--- src/rtl/vec_mul_feeder_if.sv ---
// rtl/vec_mul_feeder_if.sv - weight/activation streams and vec_mul_1x64 producer outputs
interface vec_mul_feeder_if #(
  parameter int WEIGHT_BW   = 8,
  parameter int DATA_BW     = 8,
  parameter int MATRIX_SIZE = 8,
  parameter int CNT_BW      = 16
);
  logic                                       w_valid;
  logic                                       w_ready;
  logic [WEIGHT_BW*MATRIX_SIZE-1:0]           w_row;
  logic                                       din_valid;
  logic                                       din_ready;
  logic [DATA_BW*MATRIX_SIZE-1:0]             din;
  logic [WEIGHT_BW*MATRIX_SIZE*MATRIX_SIZE-1:0] weights;
  logic                                       weight_reload;
  logic [DATA_BW*MATRIX_SIZE-1:0]             data_in;
  logic                                       data_in_valid;
  logic                                       loaded;
  logic [CNT_BW-1:0]                          rows_issued;

  // Upstream side: supplies weight beats and activation rows, observes everything else.
  modport master (
    output w_valid, w_row, din_valid, din,
    input  w_ready, din_ready, weights, weight_reload, data_in, data_in_valid, loaded, rows_issued
  );

  // Feeder side.
  modport slave (
    input  w_valid, w_row, din_valid, din,
    output w_ready, din_ready, weights, weight_reload, data_in, data_in_valid, loaded, rows_issued
  );
endinterface

--- src/rtl/vec_mul_feeder.sv ---
// rtl/vec_mul_feeder.sv - double-buffered weight loader and activation row register
module vec_mul_feeder #(
  parameter int WEIGHT_BW   = 8,
  parameter int DATA_BW     = 8,
  parameter int MATRIX_SIZE = 8,
  parameter int CNT_BW      = 16
) (
  input logic            clk,
  input logic            rst,
  vec_mul_feeder_if.slave bus
);
  localparam int ROW_W  = WEIGHT_BW * MATRIX_SIZE;
  localparam int BANK_W = ROW_W * MATRIX_SIZE;
  localparam int FCW    = $clog2(MATRIX_SIZE + 1);
  localparam logic [FCW-1:0]    LAST_BEAT = FCW'(MATRIX_SIZE - 1);
  localparam logic [CNT_BW-1:0] CNT_MAX   = {CNT_BW{1'b1}};

  // S_SWAP is exactly the single cycle where fill_cnt == MATRIX_SIZE.
  typedef enum logic {S_FILL, S_SWAP} state_t;

  state_t            state;
  logic [FCW-1:0]    fill_cnt;
  logic [BANK_W-1:0] shadow;
  logic              w_hs;
  logic              din_hs;

  // Both streams stall during the swap cycle; activations also wait for the first bank.
  assign bus.w_ready   = (state == S_FILL);
  assign bus.din_ready = bus.loaded && (state == S_FILL);
  assign w_hs          = bus.w_valid && bus.w_ready;
  assign din_hs        = bus.din_valid && bus.din_ready;

  // Shadow fill, bank swap, activation register and issue counter.
  always_ff @(posedge clk) begin
    if (rst) begin
      state             <= S_FILL;
      fill_cnt          <= '0;
      shadow            <= '0;
      bus.weights       <= '0;
      bus.weight_reload <= 1'b0;
      bus.data_in       <= '0;
      bus.data_in_valid <= 1'b0;
      bus.loaded        <= 1'b0;
      bus.rows_issued   <= '0;
    end else begin
      bus.weight_reload <= 1'b0;
      bus.data_in_valid <= din_hs;
      if (din_hs) begin
        bus.data_in <= bus.din;
        if (bus.rows_issued != CNT_MAX) begin
          bus.rows_issued <= bus.rows_issued + CNT_BW'(1);
        end
      end

      if (w_hs) begin
        for (int r = 0; r < MATRIX_SIZE; r++) begin
          if (fill_cnt == FCW'(r)) begin
            shadow[r*ROW_W +: ROW_W] <= bus.w_row;
          end
        end
        fill_cnt <= fill_cnt + FCW'(1);
        if (fill_cnt == LAST_BEAT) begin
          state <= S_SWAP;
        end
      end

      // Rows accepted up to the last beat were issued against the old bank; swap now.
      if (state == S_SWAP) begin
        bus.weights       <= shadow;
        bus.weight_reload <= 1'b1;
        bus.loaded        <= 1'b1;
        bus.rows_issued   <= '0;
        fill_cnt          <= '0;
        state             <= S_FILL;
      end
    end
  end
endmodule

--- src/flat_wrapper.sv ---
// flat-port wrapper written by rule: the top's interface ports become plain ports
module vec_mul_feeder_flat 
#(
  parameter int WEIGHT_BW   = 8,
  parameter int DATA_BW     = 8,
  parameter int MATRIX_SIZE = 8,
  parameter int CNT_BW      = 16
)
  (clk, rst, bus_w_valid, bus_w_row, bus_din_valid, bus_din, bus_w_ready, bus_din_ready, bus_weights, bus_weight_reload, bus_data_in, bus_data_in_valid, bus_loaded, bus_rows_issued);
  vec_mul_feeder_if #(.WEIGHT_BW(WEIGHT_BW), .DATA_BW(DATA_BW), .MATRIX_SIZE(MATRIX_SIZE), .CNT_BW(CNT_BW)) bus_i ();
  input logic clk;
  input logic rst;
  input wire logic [$bits(bus_i.w_valid)-1:0] bus_w_valid;
  input wire logic [$bits(bus_i.w_row)-1:0] bus_w_row;
  input wire logic [$bits(bus_i.din_valid)-1:0] bus_din_valid;
  input wire logic [$bits(bus_i.din)-1:0] bus_din;
  output wire logic [$bits(bus_i.w_ready)-1:0] bus_w_ready;
  output wire logic [$bits(bus_i.din_ready)-1:0] bus_din_ready;
  output wire logic [$bits(bus_i.weights)-1:0] bus_weights;
  output wire logic [$bits(bus_i.weight_reload)-1:0] bus_weight_reload;
  output wire logic [$bits(bus_i.data_in)-1:0] bus_data_in;
  output wire logic [$bits(bus_i.data_in_valid)-1:0] bus_data_in_valid;
  output wire logic [$bits(bus_i.loaded)-1:0] bus_loaded;
  output wire logic [$bits(bus_i.rows_issued)-1:0] bus_rows_issued;
  assign bus_i.w_valid = bus_w_valid;
  assign bus_i.w_row = bus_w_row;
  assign bus_i.din_valid = bus_din_valid;
  assign bus_i.din = bus_din;
  assign bus_w_ready = bus_i.w_ready;
  assign bus_din_ready = bus_i.din_ready;
  assign bus_weights = bus_i.weights;
  assign bus_weight_reload = bus_i.weight_reload;
  assign bus_data_in = bus_i.data_in;
  assign bus_data_in_valid = bus_i.data_in_valid;
  assign bus_loaded = bus_i.loaded;
  assign bus_rows_issued = bus_i.rows_issued;
  vec_mul_feeder #(.WEIGHT_BW(WEIGHT_BW), .DATA_BW(DATA_BW), .MATRIX_SIZE(MATRIX_SIZE), .CNT_BW(CNT_BW)) u_core (.clk(clk), .rst(rst), .bus(bus_i));
endmodule
--- config.mk ---
export PLATFORM = sky130hd
export DESIGN_NAME = vec_mul_feeder_flat
export DESIGN_NICKNAME = d
export VERILOG_FILES = /design/src/rtl/vec_mul_feeder_if.sv /design/src/rtl/vec_mul_feeder.sv /design/src/flat_wrapper.sv
export SDC_FILE = /design/constraint.sdc
export NUM_CORES = 2
export LEC_CHECK = 0
export CAP_MARGIN = 5
export CELL_PAD_IN_SITES_DETAIL_PLACEMENT = 0
export CELL_PAD_IN_SITES_GLOBAL_PLACEMENT = 1
export CORE_ASPECT_RATIO = 1.75
export CORE_MARGIN = 1.5
export CORE_UTILIZATION = 42
export CTS_CLUSTER_SIZE = 10
export DETAILED_ROUTE_END_ITERATION = 12
export PLACE_DENSITY = 0.89
export SYNTH_ARGS = -nofsm -noshare
export SYNTH_HDL_FRONTEND = slang
export SYNTH_SLANG_ARGS = --single-unit
--- constraint.sdc ---
create_clock -name clk -period 4.7 [get_ports clk]
set_input_delay 1.175 -clock clk [delete_from_list [all_inputs] [get_ports clk]]
set_output_delay 1.175 -clock clk [all_outputs]
set_load 0.02 [all_outputs]
# == Yosys cells after proc, flatten, opt, wreduce, memory -nomap -nowiden ==
# Index checks and enable logic that the tools add are counted.
# Widths: inputs -> output; s select.
# classes
n_eq_ne,8
n_bitwise,2
reduce_logical,15
mux,2
addsub,2
# ops
cell,count
$reduce_and 2->1,9
$add 16x1->16 const B,1
$eq 4x3->1 const B,4
$ne 16x16->1 const B,1
$eq 4x2->1 const B,2
$add 4x1->4 const B,1
$eq 4x1->1 const B,1
$logic_not 4->1,1
$logic_and 1x1->1,3
$reduce_or 3->1,1
$mux 1,2
$not 1->1,2
$reduce_or 2->1,1
# word_totals
output_inout_bits,597
input_bits,132
register_bits,1112

# == Depth between registers and ports, before layout ==
# depth
ltp_word,4
ltp_mapped,8

# == Least setup slack after synthesis ==
# No wires, ideal clock.
# synth_path
path_kind,register -> output
from,reg u_core.state
to,out bus_w_ready
required_ns,3.525
slack_ns,2.230
n_path_buf,3
stages_incl_launch_ff,5
arrival_ns,1.295
path_cell_list,dfxtp_1 -> buf_2 -> buf_2 -> buf_1 -> inv_1
# synth_between
elab_chain_cells,1
# synth_lines
item,line_no,text
from (decl),vec_mul_feeder.sv:21,state_t state;
from (signal assigned),vec_mul_feeder.sv:36,state <= S_FILL;
from (signal assigned),vec_mul_feeder.sv:63,state <= S_SWAP;
from (signal assigned),vec_mul_feeder.sv:74,state <= S_FILL;
$not 1->1,vec_mul_feeder.sv:28,assign bus.w_ready = (state == S_FILL);
to (decl),flat_wrapper.sv:17,output wire logic [$bits(bus_i.w_ready)-1:0] bus_w_ready;
# No other way between the ends.

# == Final worst setup path ==
# Ends and elaborated chain as after synthesis.

==> impl_metrics.ini <==
[critical_path]
crit_family = buffers and inverters
regToRegStartpoint = u_core.state$_SDFF_PP0_
r2r_cells = 4
critical_path_class = flop to primary output
cp_data_required_time_ns = 3.52
worst-path-stages = 2
critPathBufInv = 2
startpoint = u_core.state$_SDFF_PP0_
r2r_setup_slack_ns = 2.00
worstPathMaxFanout = 25
timing.rr.end = u_core.bus.weights[72]$_SDFFE_PP0P_
crit_path_top_delay_cell = dfxtp_4
crit_chain = inv_1 > clkdlybuf4s50_1
endpoint_kind = primary output
crit_path_end = bus_w_ready
start_kind = flop
arrival_ns = 2.05
slowest_delay_ns = 0.65

[power_and_ir_drop]
pwr-share-seq_pct = 52.1
power_density_nw_per_um2 = 369
comb_power_share_pct = 3.7
vdd_drop_max_v = 0.000410
p_int_mw = 14.3
pwr-share-clk_pct = 44.2
switching_power_mw = 4.08
swShare_pct = 22.2
power_leakage_nw = 16.4
total_power_mw = 18.4

[global_routing]
grt_max_degree = 180
grt_pass1_wl_mm = 183
antenna_found_initial = 1
grt_use_total_pct = 25.2
grt_overflow = 0
grt_pass1_vias = 29700

[clock_network]
clockBufferDepth = 3
htreeDepth = 3
post_cts_buffers = 0
clk_pin_slew_worst_paths_ns = 0.05
cts_sinks = 1112
cts_resized = 0
root_buffer = clkbuf_16
insertion_delay_ns = 0.72
cts_tree = done
hold_buffers = 0
cts_made_buffers = 121

[flow_run]
maxCapViolations = 0

[timing]
period_needed_ns = 3.23
fmax_ghz = 0.310
finalSetupViolations = 0
skew_ns = 0.0527
finalMaxSlewViolations = 0
fin_setup_tns_ns = 0
worst_pin_slew_ns = 1.09
max_slew_margin_pct = 27.4
fin_crit_sh_pct = 68.7
hold_viol = 0
rsz0062_at_grt = no

[die]
die_area_um2 = 94800
ios = 729
die_h_um = 406
core_um2 = 92000
start_util_pct = 42.4
core.rowCount = 147
die_w_um = 233

[layout]
area_delta_synth_final_pct = 27.7
regArea_um2 = 22300
multi_input_comb_area_um2 = 15100
layout-drive-gt1-share_pct = 3.95
nNetsFinal = 5014
layout_commonest_cell = nand2_1
layout_common_cells = 1163 x nand2_1, 1111 x dfxtp_1, 727 x clkdlybuf4s50_1
fillCellCount = 8314

[synthesis]
yosysWarnings = 0
synth_area_um2 = 39000
synth.distinct_cells = 38
synth-seq-area-share_pct = 57.1
syn_area_per_cell_um2 = 8.96
synth.net_count = 4491
synth_seq_cells = 1112
synthCells = 4354

[routing]
drtIter0Drc = 2033
dr.pass1.iters = 5
via_count = 31200
wirelength_mm = 123
drc = 0
via_per_inst = 5.13
ant_nets = 0
routedWlPerCell_um = 20.3

[place]
hpwl_mm = 79.3
routabilityCongestion = 0.832
port-buffer-count = 728

[outcome]
status = finished, final reports clean

[hold_path]
hold_class = flop to flop
==> synth_stat cells <==
cell	n	area share, %
buf_4	64	1.2
ha_1	5	0.16
o311ai_0	1	0.022
or4_1	4	0.077
nand4b_1	1	0.022
nand3_1	4	0.051
or2_2	1	0.016
nor2_1	523	5.0
inv_1	5	0.048
buf_1	22	0.21
xnor2_1	1	0.022
and4_1	1	0.022
nor2b_1	1	0.016
and3_1	1	0.016
a21oi_1	585	7.5
nor4_1	5	0.080
o31a_1	2	0.045
o21a_1	3	0.058
o41ai_1	1	0.022
a311oi_1	1	0.022
a31oi_1	2	0.032
nor4b_2	1	0.038
clkbuf_1	195	1.9
and2_1	10	0.16
o31ai_1	5	0.096
dfxtp_1	1112	57
and3b_1	1	0.022
nor4bb_1	1	0.026
mux2i_1	513	13
nand4_1	7	0.11
buf_2	88	1.1
nand3b_4	1	0.051
or4_4	1	0.029
o21ai_0	5	0.064
or3_1	6	0.096
o211ai_1	2	0.038
xor2_1	2	0.045
nand2_1	1171	11
==> worst min-delay path by stage <==
stage                                               end                           startpoint  cells past startpoint  slack [ns]
floorplan                 u_core.shadow[0]$_SDFFE_PP0P_        u_core.shadow[0]$_SDFFE_PP0P_                      2        0.44
global placement    u_core.bus.data_in[39]$_SDFFE_PP0P_  u_core.bus.data_in[39]$_SDFFE_PP0P_                      2        0.44
detailed placement      u_core.shadow[402]$_SDFFE_PP0P_      u_core.shadow[402]$_SDFFE_PP0P_                      2        0.45
CTS                     u_core.shadow[402]$_SDFFE_PP0P_      u_core.shadow[402]$_SDFFE_PP0P_                      2        0.45
global route            u_core.shadow[271]$_SDFFE_PP0P_      u_core.shadow[271]$_SDFFE_PP0P_                      2        0.47
finish                  u_core.shadow[344]$_SDFFE_PP0P_      u_core.shadow[344]$_SDFFE_PP0P_                      2        0.45
==> through the flow <==
step	util [%]	hold WS [ns]	setup WS, ns	cell area, um^2	cells
floorplan	-	0.436	2.23	39000	4354
global placement	50.7	0.441	1.19	46600	5946
detailed placement	50.7	0.446	1.12	46600	5946
CTS	54.2	0.454	1.38	49800	6077
global route	54.2	0.466	1.41	49800	6078
finish	54.2	0.450	1.47	49800	6078
==> sequential cells by signal, indices dropped and copies added (netlist names) <==
register and cells:
u_core.bus.weights 512, u_core.shadow 512, u_core.bus.data_in 64, u_core.bus.rows_issued 16, u_core.fill_cnt 4, u_core.bus.data_in_valid 1
u_core.bus.loaded 1, u_core.bus.weight_reload 1, u_core.state 1
==> power by group through the flow <==
| stage | logic, mW | registers, mW | clock network (mW) |
|---|---|---|---|
| 2_1_floorplan | 0.400 | 9.76 | 0 |
| 3_3_place_gp | 0.683 | 9.77 | 0 |
| 3_5_place_dp | 0.689 | 9.77 | 0 |
| 4_1_cts | 0.690 | 9.57 | 8.31 |
| 5_1_grt | 0.733 | 9.58 | 8.67 |
| 6_report | 0.682 | 9.57 | 8.13 |
==> tightest hold or removal path, delay by kind of cell, from the launching register on <==
kind            cells  cell delay, ns
flops               1            0.30
simple gates        1            0.05
compound gates      1            0.05
==> cell type report <==
cell class,count,area share (%)
flip-flops and latches,1112,44.7
multi-input cells,2868,30.3
repair buffers,769,15.6
clock buffers,127,6.23
well taps,1192,2.99
clock inverters,4,0.143
inverters,5,0.0377
diodes,1,0.00502
==> logic make-up after synthesis <==
logic type / count (synthesis) / share of synthesized area, %
AND/OR/NAND/NOR: 1740 / 17.1
flip-flops: 1112 / 57.1
AO/OA/AOI/OAI: 607 / 7.91
multiplexers: 513 / 13.2
buffers and inverters: 374 / 4.50
adder cells (fa/ha/maj): 5 / 0.160
XOR/XNOR: 3 / 0.0674
==> routing by layer <==
layer	wire length, um	track usage [%]
met1	47900	28.6
met2	60800	43.6
met3	9880	7.63
met4	4780	10.7
met5	0	0
(Power assumes the default switching activity.)
